===== config.mk =====
export PLATFORM = sky130hd
export DESIGN_NAME = f16_dot_seq_flat
export DESIGN_NICKNAME = d
export VERILOG_FILES = /design/src/rtl/f16_dot_seq_if.sv /design/src/rtl/f16_dot_seq.sv /design/src/flat_wrapper.sv
export SDC_FILE = /design/constraint.sdc
export NUM_CORES = 1
export LEC_CHECK = 0
export CAP_MARGIN = 20
export CORE_MARGIN = 1
export CORE_UTILIZATION = 40
export DETAILED_ROUTE_END_ITERATION = 8
export PLACE_DENSITY = 0.73
export SETUP_SLACK_MARGIN = 0.3
export SYNTH_ARGS = -nofsm -noshare
export SYNTH_HDL_FRONTEND = slang
export SYNTH_SLANG_ARGS = --single-unit

===== constraint.sdc =====
create_clock -name clk -period 7.7 [get_ports clk]
set_input_delay 1.54 -clock clk [delete_from_list [all_inputs] [get_ports clk]]
set_output_delay 1.54 -clock clk [all_outputs]
set_load 0.02 [all_outputs]

===== src/rtl/f16_dot_seq_if.sv =====
// Handshake and FMAC-side signal bundle for the sequential FP16 dot-product engine.
interface f16_dot_seq_if #(
  parameter int LEN_W = 5
);
  logic             start;
  logic [LEN_W-1:0] len;
  logic [15:0]      init_z;
  logic             in_valid;
  logic [15:0]      in_x;
  logic [15:0]      in_y;
  logic             in_ready;
  logic [15:0]      fmac_x;
  logic [15:0]      fmac_y;
  logic [15:0]      fmac_z;
  logic [15:0]      fmac_result;
  logic             out_valid;
  logic [15:0]      out_data;
  logic             out_ready;
  logic             busy;
  logic             ovf;

  modport master (
    output start, len, init_z, in_valid, in_x, in_y, fmac_result, out_ready,
    input  in_ready, fmac_x, fmac_y, fmac_z, out_valid, out_data, busy, ovf
  );

  modport slave (
    input  start, len, init_z, in_valid, in_x, in_y, fmac_result, out_ready,
    output in_ready, fmac_x, fmac_y, fmac_z, out_valid, out_data, busy, ovf
  );
endinterface


===== src/rtl/f16_dot_seq.sv =====
// Sequential FP16 dot product: feeds one x*y pair per two cycles to an external
// combinational FMAC and accumulates the result, flagging any all-ones exponent.
module f16_dot_seq #(
  parameter int LEN_W = 5
) (
  input  logic         clk,
  input  logic         rst,
  f16_dot_seq_if.slave bus
);

  typedef enum logic [1:0] {
    S_IDLE = 2'd0,
    S_LOAD = 2'd1,
    S_MAC  = 2'd2,
    S_DONE = 2'd3
  } state_t;

  localparam logic [LEN_W-1:0] MAX_LEN = {1'b1, {(LEN_W-1){1'b0}}};

  state_t           state_q, state_d;
  logic [15:0]      acc_q, acc_d;
  logic [LEN_W-1:0] cnt_q, cnt_d;
  logic [LEN_W-1:0] tgt_q, tgt_d;
  logic [15:0]      fx_q, fx_d;
  logic [15:0]      fy_q, fy_d;
  logic [15:0]      fz_q, fz_d;
  logic             ovf_q, ovf_d;

  logic [LEN_W-1:0] len_sat;
  logic [LEN_W-1:0] cnt_inc;
  logic             in_ready_c;
  logic             out_valid_c;
  logic             busy_c;

  // Lengths beyond the maximum are clamped so cnt can never wrap.
  assign len_sat = (bus.len > MAX_LEN) ? MAX_LEN : bus.len;
  assign cnt_inc = cnt_q + 1'b1;

  always_ff @(posedge clk or posedge rst) begin
    if (rst) begin
      state_q <= S_IDLE;
      acc_q   <= '0;
      cnt_q   <= '0;
      tgt_q   <= '0;
      fx_q    <= '0;
      fy_q    <= '0;
      fz_q    <= '0;
      ovf_q   <= 1'b0;
    end else begin
      state_q <= state_d;
      acc_q   <= acc_d;
      cnt_q   <= cnt_d;
      tgt_q   <= tgt_d;
      fx_q    <= fx_d;
      fy_q    <= fy_d;
      fz_q    <= fz_d;
      ovf_q   <= ovf_d;
    end
  end

  always_comb begin
    state_d     = state_q;
    acc_d       = acc_q;
    cnt_d       = cnt_q;
    tgt_d       = tgt_q;
    fx_d        = fx_q;
    fy_d        = fy_q;
    fz_d        = fz_q;
    ovf_d       = ovf_q;
    in_ready_c  = 1'b0;
    out_valid_c = 1'b0;
    busy_c      = 1'b1;
    case (state_q)
      S_IDLE: begin
        busy_c = 1'b0;
        if (bus.start) begin
          acc_d   = bus.init_z;
          cnt_d   = '0;
          tgt_d   = len_sat;
          ovf_d   = 1'b0;
          state_d = (len_sat == '0) ? S_DONE : S_LOAD;
        end
      end
      S_LOAD: begin
        in_ready_c = 1'b1;
        if (bus.in_valid) begin
          fx_d    = bus.in_x;
          fy_d    = bus.in_y;
          fz_d    = acc_q;
          state_d = S_MAC;
        end
      end
      S_MAC: begin
        // The FMAC is combinational, so its result is ready one cycle after the operand load.
        acc_d = bus.fmac_result;
        cnt_d = cnt_inc;
        if (bus.fmac_result[14:10] == 5'h1F) begin
          ovf_d = 1'b1;
        end
        state_d = (cnt_inc == tgt_q) ? S_DONE : S_LOAD;
      end
      S_DONE: begin
        out_valid_c = 1'b1;
        if (bus.out_ready) begin
          state_d = S_IDLE;
        end
      end
      default: begin
        state_d = S_IDLE;
      end
    endcase
  end

  assign bus.in_ready  = in_ready_c;
  assign bus.out_valid = out_valid_c;
  assign bus.busy      = busy_c;
  assign bus.out_data  = acc_q;
  assign bus.fmac_x    = fx_q;
  assign bus.fmac_y    = fy_q;
  assign bus.fmac_z    = fz_q;
  assign bus.ovf       = ovf_q;

endmodule

===== src/flat_wrapper.sv =====
// flat-port wrapper written by rule: the top's interface ports become plain ports
module f16_dot_seq_flat 
#(
  parameter int LEN_W = 5
)
  (clk, rst, bus_start, bus_len, bus_init_z, bus_in_valid, bus_in_x, bus_in_y, bus_fmac_result, bus_out_ready, bus_in_ready, bus_fmac_x, bus_fmac_y, bus_fmac_z, bus_out_valid, bus_out_data, bus_busy, bus_ovf);
  f16_dot_seq_if #(.LEN_W(LEN_W)) bus_i ();
  input  logic clk;
  input  logic rst;
  input wire logic [$bits(bus_i.start)-1:0] bus_start;
  input wire logic [$bits(bus_i.len)-1:0] bus_len;
  input wire logic [$bits(bus_i.init_z)-1:0] bus_init_z;
  input wire logic [$bits(bus_i.in_valid)-1:0] bus_in_valid;
  input wire logic [$bits(bus_i.in_x)-1:0] bus_in_x;
  input wire logic [$bits(bus_i.in_y)-1:0] bus_in_y;
  input wire logic [$bits(bus_i.fmac_result)-1:0] bus_fmac_result;
  input wire logic [$bits(bus_i.out_ready)-1:0] bus_out_ready;
  output wire logic [$bits(bus_i.in_ready)-1:0] bus_in_ready;
  output wire logic [$bits(bus_i.fmac_x)-1:0] bus_fmac_x;
  output wire logic [$bits(bus_i.fmac_y)-1:0] bus_fmac_y;
  output wire logic [$bits(bus_i.fmac_z)-1:0] bus_fmac_z;
  output wire logic [$bits(bus_i.out_valid)-1:0] bus_out_valid;
  output wire logic [$bits(bus_i.out_data)-1:0] bus_out_data;
  output wire logic [$bits(bus_i.busy)-1:0] bus_busy;
  output wire logic [$bits(bus_i.ovf)-1:0] bus_ovf;
  assign bus_i.start = bus_start;
  assign bus_i.len = bus_len;
  assign bus_i.init_z = bus_init_z;
  assign bus_i.in_valid = bus_in_valid;
  assign bus_i.in_x = bus_in_x;
  assign bus_i.in_y = bus_in_y;
  assign bus_i.fmac_result = bus_fmac_result;
  assign bus_i.out_ready = bus_out_ready;
  assign bus_in_ready = bus_i.in_ready;
  assign bus_fmac_x = bus_i.fmac_x;
  assign bus_fmac_y = bus_i.fmac_y;
  assign bus_fmac_z = bus_i.fmac_z;
  assign bus_out_valid = bus_i.out_valid;
  assign bus_out_data = bus_i.out_data;
  assign bus_busy = bus_i.busy;
  assign bus_ovf = bus_i.ovf;
  f16_dot_seq #(.LEN_W(LEN_W)) u_core (.clk(clk), .rst(rst), .bus(bus_i));
endmodule

==> impl_metrics.xml, run 1 <==
<?xml version="1.0" encoding="UTF-8"?>
<metrics>
  <group name="run_status">
    <metric name="run_status" unit="">complete, no violations</metric>
  </group>
  <group name="floorplanning">
    <metric name="core" unit="mm2">0.00818</metric>
    <metric name="die_height" unit="um">93.5</metric>
    <metric name="floorplan.io_pins" unit="">142</metric>
    <metric name="die-area" unit="mm2">0.00875</metric>
    <metric name="die_w" unit="um">93.5</metric>
    <metric name="rows" unit="">33</metric>
    <metric name="starting_density" unit="%">41.0</metric>
  </group>
  <group name="sta">
    <metric name="timing.max_slew.rel_slack" unit="%">36.4</metric>
    <metric name="count_of_endpoints_failing_hold_in_the_final_timing_report" unit="">0</metric>
    <metric name="final.setup_skew" unit="ps">9.38</metric>
    <metric name="worst_margin_slew" unit="ps">955</metric>
    <metric name="final-max-slew-violation-count" unit="">0</metric>
    <metric name="achievable-frequency" unit="MHz">298</metric>
    <metric name="setup-violations-final" unit="">0</metric>
    <metric name="rsz0062_at_grt" unit="">false</metric>
    <metric name="final_period_minus_worst_setup_slack" unit="ps">3360</metric>
    <metric name="setup_total_negative_slack" unit="ps">0</metric>
    <metric name="post-route-period-util" unit="%">43.6</metric>
  </group>
  <group name="logic_synthesis">
    <metric name="largest_family_of_logic_cells_by_synthesized_area" unit="">multiplexers</metric>
    <metric name="xor_xnor_cell_area_share_of_the_yosys_netlist" unit="%">1.57</metric>
    <metric name="synth.top_cell.area_share" unit="%">57.5</metric>
    <metric name="synth_area_per_cell" unit="um2">13.1</metric>
    <metric name="synthesis.instances" unit="">255</metric>
    <metric name="synth_edf_count" unit="">0</metric>
    <metric name="synth_simple_gate_area_share" unit="%">8.21</metric>
    <metric name="synth.yosys.warnings" unit="">0</metric>
    <metric name="postSynth.asyncResetShare" unit="%">100</metric>
    <metric name="synth_adder_area_share" unit="%">0.373</metric>
    <metric name="synth_area_leaders" unit="">sky130_fd_sc_hd__dfrtp_1, sky130_fd_sc_hd__mux2_2, sky130_fd_sc_hd__mux2_4, sky130_fd_sc_hd__mux2i_1, sky130_fd_sc_hd__o21ai_0</metric>
    <metric name="syn_nets" unit="">330</metric>
    <metric name="synth_cell_types" unit="">35</metric>
    <metric name="synthMostInstantiatedCell" unit="">sky130_fd_sc_hd__dfrtp_1</metric>
    <metric name="netlist_area" unit="mm2">0.00335</metric>
    <metric name="synth-seq-area-share" unit="%">57.5</metric>
    <metric name="yosys_register_bits" unit="">77</metric>
    <metric name="ys_top_cells_by_count" unit="">sky130_fd_sc_hd__dfrtp_1, sky130_fd_sc_hd__mux2_2, sky130_fd_sc_hd__nand2_1</metric>
    <metric name="synthDominantAreaCellType" unit="">sky130_fd_sc_hd__dfrtp_1</metric>
    <metric name="synth_compound_gate_area_share" unit="%">6.64</metric>
    <metric name="ys.flop_type" unit="">sky130_fd_sc_hd__dfrtp_1</metric>
    <metric name="synth.area.mux_share" unit="%">22.3</metric>
  </group>
  <group name="routing">
    <metric name="met2_layer_wire_length_in_the_routed_design" unit="mm">4.02</metric>
    <metric name="antenna_left" unit="">0</metric>
    <metric name="highest_layer" unit="">met4</metric>
    <metric name="drt_first_pass_iters" unit="">6</metric>
    <metric name="drt_first_iter_violations" unit="">121</metric>
    <metric name="wirelength_met1" unit="mm">3.19</metric>
    <metric name="vias" unit="">2436</metric>
    <metric name="drc" unit="">0</metric>
    <metric name="post_drt_via_cell_ratio" unit="">4.81</metric>
    <metric name="routed-wl-met3" unit="um">350</metric>
    <metric name="detail_route.wirelength" unit="mm">7.63</metric>
    <metric name="wire_per_inst" unit="um">15.1</metric>
  </group>
  <group name="setup_path">
    <metric name="worst-path-stages" unit="">2</metric>
    <metric name="path_cells" unit="">and2_1 &gt; clkdlybuf4s50_1</metric>
    <metric name="critical_path.top_delay_family" unit="">flip-flops</metric>
    <metric name="worst_ep_arrival_time" unit="ps">1820</metric>
    <metric name="critical_path_required" unit="ps">6160</metric>
    <metric name="buf_inv_on_cp" unit="">1</metric>
    <metric name="critical-path-max-stage-delay" unit="ps">670</metric>
    <metric name="ff2ff_path_depth" unit="">4</metric>
    <metric name="worstPathMaxFanout" unit="">17</metric>
    <metric name="crit_slowest_cell" unit="">sky130_fd_sc_hd__dfrtp_1</metric>
    <metric name="timing.critical_path.to_type" unit="">output port</metric>
    <metric name="worst_setup_path_start_kind" unit="">flip-flop</metric>
    <metric name="critPathKind" unit="">flip-flop to output port</metric>
  </group>
  <group name="global_route">
    <metric name="number_of_antenna_violations_at_the_first_check_in_global_routing" unit="">0</metric>
    <metric name="grt_first_pass_wirelength" unit="mm">11.9</metric>
    <metric name="global_route.usage.total" unit="%">18.0</metric>
    <metric name="globalRouteOverflowTotal" unit="">0</metric>
    <metric name="vias_in_the_first_global_route" unit="">2383</metric>
    <metric name="pin_count_of_the_biggest_net_entering_global_routing" unit="">78</metric>
  </group>
  <group name="placed_design">
    <metric name="dpl_cell_area" unit="mm2">0.00483</metric>
    <metric name="gp_congestion" unit="">0.730</metric>
    <metric name="port_buffers" unit="">141</metric>
    <metric name="post-dp-hpwl" unit="mm">5.55</metric>
  </group>
  <group name="hold_path">
    <metric name="timing.hold.worst.class" unit="">flip-flop to flip-flop</metric>
    <metric name="min_path_cells" unit="">2</metric>
  </group>
  <group name="clock_network">
    <metric name="tritoncts" unit="">done</metric>
    <metric name="clk_latency" unit="ps">350</metric>
    <metric name="ctsHoldBuffers" unit="">0</metric>
    <metric name="post_cts.repair.setup_buffers" unit="">0</metric>
    <metric name="cts_sinks" unit="">77</metric>
    <metric name="number_of_buffers_added_by_the_clock_tree_synthesis_step" unit="">9</metric>
    <metric name="clock_root_buffer_master" unit="">sky130_fd_sc_hd__clkbuf_8</metric>
    <metric name="postCtsResizedCells" unit="">0</metric>
    <metric name="cts.path.max_buffers" unit="">2</metric>
    <metric name="htreeDepth" unit="">3</metric>
    <metric name="clk_transition_reported_paths" unit="ps">80</metric>
  </group>
  <group name="finish">
    <metric name="layout.filler_cells" unit="">669</metric>
    <metric name="antenna_cells_inserted" unit="">0</metric>
    <metric name="area.growth.synth_to_final" unit="%">50.7</metric>
    <metric name="post_route_cells_drive_above_1_share" unit="%">18.2</metric>
    <metric name="final_core_util" unit="%">61.8</metric>
    <metric name="post_layout_nets" unit="">471</metric>
    <metric name="design_area" unit="mm2">0.00505</metric>
  </group>
  <group name="power">
    <metric name="power.density_cell_area" unit="mW/mm2">421</metric>
    <metric name="ir_worst_vdd" unit="uV">205</metric>
    <metric name="static-leakage-power" unit="nW">2.19</metric>
  </group>
  <group name="job">
    <metric name="max-cap-violations" unit="">0</metric>
  </group>
</metrics>
metrics by stage:
step	instances	power, mW	hold WS (ps)	setup slack (ps)
after floorplan	255	1.33	469	4190
after global placement	489	1.77	482	4290
after detailed placement	490	1.80	483	4330
after CTS	506	2.15	512	4310
after global routing	506	2.25	525	4220
final	506	2.13	504	4340
cells in the final DEF (no fill, tap or decap), types with 4 or more instances in the layout:
| cell type | instances |
|---|---|
| sky130_fd_sc_hd__and3b_1 | 4 |
| sky130_fd_sc_hd__mux2_4 | 20 |
| sky130_fd_sc_hd__mux2i_1 | 12 |
| sky130_fd_sc_hd__dfrtp_1 | 77 |
| sky130_fd_sc_hd__a21oi_1 | 4 |
| sky130_fd_sc_hd__nand2_1 | 27 |
| sky130_fd_sc_hd__nor2_1 | 4 |
| sky130_fd_sc_hd__o21ai_0 | 23 |
| sky130_fd_sc_hd__clkdlybuf4s50_1 | 141 |
| sky130_fd_sc_hd__nand2b_1 | 7 |
| sky130_fd_sc_hd__clkbuf_8 | 10 |
| sky130_fd_sc_hd__mux2_2 | 29 |
tightest hold or removal path: cells and delay by family, from the launching register on:
| family | cells | cell delay, ps |
|---|---|---|
| compound gates | 1 | 60 |
| simple gates | 1 | 50 |
| flops | 1 | 360 |
where the power goes:
part / switching, mW / total (mW) / internal, mW
Combinational: 0.486 / 1.06 / 0.573
Sequential: 0.131 / 0.724 / 0.594
Clock: 0.152 / 0.343 / 0.191
Total: 0.769 / 2.13 / 1.36
final timing paths:
check	start	end	slack, ps
worst max-delay path	u_core.state_q[1]	bus_out_valid	4340
worst min-delay path	u_core.tgt_q[0]	u_core.tgt_q[0]	500
min in group asynchronous	rst	u_core.bus.fmac_x[3]	1780
worst min register to register	u_core.tgt_q[0]	u_core.tgt_q[0]	500
worst max register to register	u_core.state_q[1]	u_core.bus.fmac_y[0]	5610
max in group asynchronous	rst	u_core.bus.fmac_x[14]	5290
cell families after synthesis:
kind of cell    Yosys count
simple gates             54
mux                      61
fa+ha+maj                 1
flops                    77
compound gates           38
buf+inv                  18
xor+xnor                  6
per-layer routing:
layer,global-route usage [%],up-vias
met5,0,-
met4,7.31,0
met3,4.07,6
met2,29.8,61
met1,22.7,1198
li1,-,1171
flip-flops by register name, indices dropped and copies added (netlist names):
| register | count |
|---|---|
| u_core.bus.fmac_x | 16 |
| u_core.bus.fmac_y | 16 |
| u_core.bus.fmac_z | 16 |
| u_core.bus.out_data | 16 |
| u_core.cnt_q | 5 |
| u_core.tgt_q | 5 |
| u_core.state_q | 2 |
| u_core.bus.ovf | 1 |
final cells by class:
class	count	area, um2	share of cell area [%]
Tap cell	105	131	2.60
Inverter	4	15.0	0.297
Timing Repair Buffer	144	1440	28.5
Clock buffer	10	138	2.72
Sequential cell	77	1930	38.1
Clock inverter	6	86.3	1.71
Multi-Input combinational cell	160	1310	26.0
(Power assumes the default switching activity.)
==> run 2, diff against run 1 <==
Clock period 7.7 ns to 3.5 ns, I/O delays scaled along.
==> impl_metrics.xml, run 2 (same netlist as run 1, synthesis figures left out) <==
<?xml version="1.0" encoding="UTF-8"?>
<metrics>
  <group name="run_status">
    <metric name="run_status" unit="">complete, no violations</metric>
  </group>
  <group name="routing">
    <metric name="vias" unit="">2426</metric>
    <metric name="wire_per_inst" unit="um">15.3</metric>
    <metric name="drt_first_iter_violations" unit="">52</metric>
    <metric name="detail_route.wirelength" unit="mm">7.76</metric>
    <metric name="drt_first_pass_iters" unit="">6</metric>
    <metric name="drc" unit="">0</metric>
    <metric name="antenna_left" unit="">0</metric>
    <metric name="post_drt_via_cell_ratio" unit="">4.79</metric>
  </group>
  <group name="setup_path">
    <metric name="timing.critical_path.to_type" unit="">output port</metric>
    <metric name="critical_path.reg2reg.endpoint" unit="">u_core.bus.out_data[8]</metric>
    <metric name="worstPathMaxFanout" unit="">17</metric>
    <metric name="critPathKind" unit="">flip-flop to output port</metric>
    <metric name="r2r_setup_slack" unit="ps">1440</metric>
    <metric name="worst_setup_path_startpoint" unit="">u_core.state_q[1]</metric>
    <metric name="ff2ff_path_depth" unit="">3</metric>
    <metric name="critical_path_required" unit="ps">2800</metric>
    <metric name="worst_setup_path_start_kind" unit="">flip-flop</metric>
    <metric name="worst_ep_arrival_time" unit="ps">1800</metric>
    <metric name="critical_path.endpoint" unit="">bus_out_valid</metric>
    <metric name="worstReg2RegStart" unit="">u_core.state_q[1]</metric>
  </group>
  <group name="global_route">
    <metric name="vias_in_the_first_global_route" unit="">2465</metric>
    <metric name="global_route.usage.total" unit="%">18.0</metric>
    <metric name="grt_first_pass_wirelength" unit="mm">12.0</metric>
    <metric name="pin_count_of_the_biggest_net_entering_global_routing" unit="">49</metric>
    <metric name="globalRouteOverflowTotal" unit="">0</metric>
    <metric name="number_of_antenna_violations_at_the_first_check_in_global_routing" unit="">0</metric>
  </group>
  <group name="power">
    <metric name="static-leakage-power" unit="nW">2.22</metric>
    <metric name="ir_worst_vdd" unit="uV">555</metric>
    <metric name="power.net_switching" unit="mW">1.68</metric>
    <metric name="combinationalPowerShare" unit="%">48.0</metric>
    <metric name="power.clock.fraction" unit="%">19.4</metric>
    <metric name="power.sequential.fraction" unit="%">32.6</metric>
    <metric name="cellInternalPower" unit="mW">3.19</metric>
    <metric name="power.density_cell_area" unit="mW/mm2">950</metric>
    <metric name="swShare" unit="%">34.5</metric>
  </group>
  <group name="clock_network">
    <metric name="postCtsResizedCells" unit="">0</metric>
    <metric name="number_of_buffers_added_by_the_clock_tree_synthesis_step" unit="">9</metric>
    <metric name="clk_transition_reported_paths" unit="ps">80</metric>
    <metric name="clock_root_buffer_master" unit="">sky130_fd_sc_hd__clkbuf_8</metric>
    <metric name="cts_sinks" unit="">77</metric>
    <metric name="tritoncts" unit="">done</metric>
    <metric name="htreeDepth" unit="">3</metric>
    <metric name="ctsHoldBuffers" unit="">0</metric>
    <metric name="post_cts.repair.setup_buffers" unit="">0</metric>
    <metric name="cts.path.max_buffers" unit="">2</metric>
    <metric name="clk_latency" unit="ps">340</metric>
  </group>
  <group name="placed_design">
    <metric name="port_buffers" unit="">141</metric>
    <metric name="pre_cts_slack" unit="ps">1370</metric>
    <metric name="post-dp-hpwl" unit="mm">5.64</metric>
    <metric name="gp_congestion" unit="">0.730</metric>
    <metric name="dp.cells" unit="">491</metric>
  </group>
  <group name="sta">
    <metric name="setup_total_negative_slack" unit="ps">0</metric>
    <metric name="post-route-period-util" unit="%">71.4</metric>
    <metric name="final.setup_skew" unit="ps">10.8</metric>
    <metric name="final_period_minus_worst_setup_slack" unit="ps">2500</metric>
    <metric name="setup-violations-final" unit="">0</metric>
    <metric name="final-max-slew-violation-count" unit="">0</metric>
    <metric name="worst_margin_slew" unit="ps">913</metric>
    <metric name="rsz0062_at_grt" unit="">false</metric>
    <metric name="timing.max_slew.rel_slack" unit="%">38.9</metric>
    <metric name="holdWs" unit="ps">505</metric>
    <metric name="count_of_endpoints_failing_hold_in_the_final_timing_report" unit="">0</metric>
    <metric name="setup_ws" unit="ps">1000</metric>
    <metric name="achievable-frequency" unit="MHz">400</metric>
  </group>
  <group name="finish">
    <metric name="antenna_cells_inserted" unit="">0</metric>
    <metric name="area.growth.synth_to_final" unit="%">52.9</metric>
    <metric name="post_layout_nets" unit="">472</metric>
    <metric name="number_of_cells_in_the_finished_layout_apart_from_fillers" unit="">507</metric>
    <metric name="post_route_cells_drive_above_1_share" unit="%">18.2</metric>
    <metric name="final_core_util" unit="%">62.7</metric>
    <metric name="final_common_cell" unit="">sky130_fd_sc_hd__clkdlybuf4s50_1</metric>
    <metric name="mostFrequentLayoutCells" unit="">sky130_fd_sc_hd__clkdlybuf4s50_1, sky130_fd_sc_hd__dfrtp_1, sky130_fd_sc_hd__mux2_2</metric>
  </group>
  <group name="floorplanning">
    <metric name="floorplan.io_pins" unit="">142</metric>
    <metric name="rows" unit="">33</metric>
    <metric name="die_height" unit="um">93.5</metric>
    <metric name="die_w" unit="um">93.5</metric>
    <metric name="die-area" unit="mm2">0.00875</metric>
    <metric name="starting_density" unit="%">41.0</metric>
    <metric name="core" unit="mm2">0.00818</metric>
  </group>
  <group name="hold_path">
    <metric name="timing.hold.worst.class" unit="">flip-flop to flip-flop</metric>
  </group>
  <group name="job">
    <metric name="max-cap-violations" unit="">0</metric>
  </group>
</metrics>
run 2: how the worst min path moves through the flow:
| stage | startpoint | to | slack (ps) | depth (start not counted) |
|---|---|---|---|---|
| 3_5_place_dp | u_core.bus.ovf | u_core.bus.ovf | 490 | 2 |
| 3_3_place_gp | u_core.bus.out_data[7] | u_core.bus.out_data[7] | 490 | 2 |
| 5_1_grt | u_core.bus.fmac_z[9] | u_core.bus.fmac_z[9] | 530 | 1 |
| 2_1_floorplan | u_core.tgt_q[1] | u_core.tgt_q[1] | 470 | 2 |
| 6_report | u_core.bus.out_data[3] | u_core.bus.out_data[3] | 500 | 2 |
| 4_1_cts | u_core.bus.ovf | u_core.bus.ovf | 510 | 2 |
run 2: power by group through the flow:
stage,Combinational (mW),Sequential [mW],Clock (mW)
4_1_cts,2.36,1.59,0.966
6_report,2.34,1.59,0.945
3_5_place_dp,2.35,1.60,0
2_1_floorplan,0.933,2.00,0
5_1_grt,2.47,1.64,1.00
3_3_place_gp,2.32,1.59,0
run 2: critical path: stages (launching register included):
cell and delay (ps):
sky130_fd_sc_hd__dfrtp_1 670, sky130_fd_sc_hd__and2_1 200, sky130_fd_sc_hd__clkdlybuf4s50_1 590
run 2: metal layers:
metal,global-route usage [%],wire [um],vias up,share of wire (%)
met3,3.09,332,9,4.3
met1,22.2,3360,1187,43
met4,6.92,93,0,1.2
li1,-,-,1166,-
met2,31.3,3970,64,51
met5,0,0,-,0
run 2: area by class of cell:
| class | count | area, um2 |
|---|---|---|
| flip-flops and latches | 77 | 1930 |
| clock inverters | 6 | 159 |
| well taps | 105 | 131 |
| repair buffers | 145 | 1450 |
| fillers | 678 | 3050 |
| inverters | 4 | 15.0 |
| multi-input cells | 160 | 1310 |
| clock buffers | 10 | 128 |
run 2: through the flow:
step	cell area [um2]	power (mW)
floorplan	3350	2.93
global placement	4840	3.91
detailed placement	4840	3.96
CTS	5130	4.92
global route	5130	5.12
finish	5130	4.87
==> run 3, diff against run 2 <==
Clock period 3.5 ns to 2.6 ns, I/O delays scaled along.
==> impl_metrics.xml, run 3 (same netlist as run 1, synthesis figures left out) <==
<?xml version="1.0" encoding="UTF-8"?>
<metrics>
  <group name="run_status">
    <metric name="run_status" unit="">complete, no violations</metric>
  </group>
  <group name="setup_path">
    <metric name="critical_path_required" unit="ps">2080</metric>
    <metric name="crit_slowest_cell" unit="">sky130_fd_sc_hd__clkdlybuf4s50_1</metric>
    <metric name="timing.critical_path.to_type" unit="">output port</metric>
    <metric name="worst-path-stages" unit="">2</metric>
    <metric name="critical_path.top_delay_family" unit="">buffers and inverters</metric>
    <metric name="worst_setup_path_start_kind" unit="">flip-flop</metric>
    <metric name="critPathKind" unit="">flip-flop to output port</metric>
    <metric name="buf_inv_on_cp" unit="">1</metric>
    <metric name="worst_ep_arrival_time" unit="ps">1650</metric>
    <metric name="critical-path-max-stage-delay" unit="ps">590</metric>
    <metric name="worstPathMaxFanout" unit="">17</metric>
    <metric name="ff2ff_path_depth" unit="">4</metric>
    <metric name="path_cells" unit="">and2_1 &gt; clkdlybuf4s50_1</metric>
  </group>
  <group name="placed_design">
    <metric name="post-dp-hpwl" unit="mm">5.97</metric>
    <metric name="port_buffers" unit="">141</metric>
    <metric name="dp.cells" unit="">494</metric>
    <metric name="gp_congestion" unit="">0.760</metric>
  </group>
  <group name="routing">
    <metric name="post_drt_via_cell_ratio" unit="">4.92</metric>
    <metric name="wire_per_inst" unit="um">15.4</metric>
    <metric name="detail_route.wirelength" unit="mm">7.82</metric>
    <metric name="drt_first_iter_violations" unit="">51</metric>
    <metric name="vias" unit="">2498</metric>
    <metric name="drc" unit="">0</metric>
    <metric name="drt_first_pass_iters" unit="">6</metric>
    <metric name="antenna_left" unit="">0</metric>
  </group>
  <group name="floorplanning">
    <metric name="floorplan.io_pins" unit="">142</metric>
    <metric name="rows" unit="">33</metric>
    <metric name="starting_density" unit="%">41.0</metric>
    <metric name="die_w" unit="um">93.5</metric>
    <metric name="core" unit="mm2">0.00818</metric>
    <metric name="die-area" unit="mm2">0.00875</metric>
    <metric name="die_height" unit="um">93.5</metric>
  </group>
  <group name="power">
    <metric name="static-leakage-power" unit="nW">2.18</metric>
    <metric name="power.density_cell_area" unit="mW/mm2">1210</metric>
    <metric name="ir_worst_vdd" unit="uV">573</metric>
    <metric name="total_power" unit="mW">6.11</metric>
  </group>
  <group name="clock_network">
    <metric name="cts.path.max_buffers" unit="">2</metric>
    <metric name="clock_root_buffer_master" unit="">sky130_fd_sc_hd__clkbuf_8</metric>
    <metric name="cts_sinks" unit="">77</metric>
    <metric name="number_of_buffers_added_by_the_clock_tree_synthesis_step" unit="">9</metric>
    <metric name="post_cts.repair.setup_buffers" unit="">0</metric>
    <metric name="ctsHoldBuffers" unit="">0</metric>
    <metric name="tritoncts" unit="">done</metric>
    <metric name="clk_latency" unit="ps">340</metric>
    <metric name="htreeDepth" unit="">3</metric>
    <metric name="clk_transition_reported_paths" unit="ps">70</metric>
  </group>
  <group name="finish">
    <metric name="area.growth.synth_to_final" unit="%">50.5</metric>
    <metric name="post_layout_nets" unit="">475</metric>
    <metric name="final_common_cell" unit="">sky130_fd_sc_hd__clkdlybuf4s50_1</metric>
    <metric name="antenna_cells_inserted" unit="">0</metric>
    <metric name="number_of_cells_in_the_finished_layout_apart_from_fillers" unit="">508</metric>
    <metric name="mostFrequentLayoutCells" unit="">sky130_fd_sc_hd__clkdlybuf4s50_1, sky130_fd_sc_hd__dfrtp_1, sky130_fd_sc_hd__mux2_2</metric>
    <metric name="post_route_cells_drive_above_1_share" unit="%">18.9</metric>
  </group>
  <group name="sta">
    <metric name="rsz0062_at_grt" unit="">false</metric>
    <metric name="achievable-frequency" unit="MHz">462</metric>
    <metric name="final-max-slew-violation-count" unit="">0</metric>
    <metric name="final.setup_skew" unit="ps">6.18</metric>
    <metric name="timing.max_slew.rel_slack" unit="%">65.4</metric>
    <metric name="holdWs" unit="ps">505</metric>
    <metric name="worst_margin_slew" unit="ps">520</metric>
    <metric name="setup_total_negative_slack" unit="ps">0</metric>
    <metric name="post-route-period-util" unit="%">83.3</metric>
    <metric name="setup-violations-final" unit="">0</metric>
    <metric name="count_of_endpoints_failing_hold_in_the_final_timing_report" unit="">0</metric>
    <metric name="final_period_minus_worst_setup_slack" unit="ps">2170</metric>
  </group>
  <group name="global_route">
    <metric name="global_route.usage.total" unit="%">18.4</metric>
    <metric name="vias_in_the_first_global_route" unit="">2482</metric>
    <metric name="grt_first_pass_wirelength" unit="mm">12.3</metric>
    <metric name="pin_count_of_the_biggest_net_entering_global_routing" unit="">42</metric>
    <metric name="number_of_antenna_violations_at_the_first_check_in_global_routing" unit="">0</metric>
    <metric name="globalRouteOverflowTotal" unit="">0</metric>
  </group>
  <group name="hold_path">
    <metric name="min_path_cells" unit="">1</metric>
    <metric name="timing.hold.worst.class" unit="">flip-flop to flip-flop</metric>
  </group>
  <group name="job">
    <metric name="max-cap-violations" unit="">0</metric>
  </group>
</metrics>
[run 3: final cells by class]
| type | instances | area [um2] |
|---|---|---|
| clock buffer | 12 | 155 |
| clock inverter | 2 | 10.0 |
| fill | 685 | 3130 |
| inverter | 4 | 18.8 |
| multi-input combinational | 160 | 1310 |
| sequential | 77 | 1930 |
| tap | 105 | 131 |
| timing repair buffer | 148 | 1490 |
[run 3: power by group]
| part | leakage, nW | internal (mW) | total [mW] | switching, mW |
|---|---|---|---|---|
| registers | 0.941 | 1.76 | 2.16 | 0.392 |
| clock network | 0.0881 | 0.386 | 0.775 | 0.390 |
| logic | 1.15 | 1.73 | 3.18 | 1.45 |
| total | 2.18 | 3.88 | 6.11 | 2.23 |
[run 3: worst paths after layout]
kind | to | slack (ps) | startpoint
max | bus_out_valid | 430 | u_core.state_q[1]
min | u_core.bus.fmac_z[13] | 510 | u_core.bus.fmac_z[13]
max reg2reg | u_core.bus.out_data[7] | 930 | u_core.state_q[1]
min reg2reg | u_core.bus.fmac_z[13] | 510 | u_core.bus.fmac_z[13]
max in group asynchronous | u_core.bus.fmac_y[3] | 1540 | rst
min in group asynchronous | u_core.bus.fmac_x[5] | 670 | rst
[run 3: timing repair]
action,4_1_cts,5_1_grt
endpoints found under the setup margin,2,1
gates resized for setup,1,1
hold endpoints to repair,0,0
[run 3: through the flow]
step | setup WS (ps) | area [um2] | util (%)
2_1_floorplan | 1140 | 3360 | -
3_3_place_gp | 588 | 4880 | 59.7
3_5_place_dp | 545 | 4880 | 59.7
4_1_cts | 334 | 5040 | 61.7
5_1_grt | 360 | 5050 | 61.7
6_report | 434 | 5050 | 61.7
[run 3: per-layer routing]
metal / up-vias / wire length [um] / global-route usage, %
met4: 0 / 158 / 9.10
met3: 14 / 336 / 2.60
met1: 1241 / 3120 / 21.8
met2: 66 / 4210 / 32.7
met5: - / 0 / 0
li1: 1177 / - / -
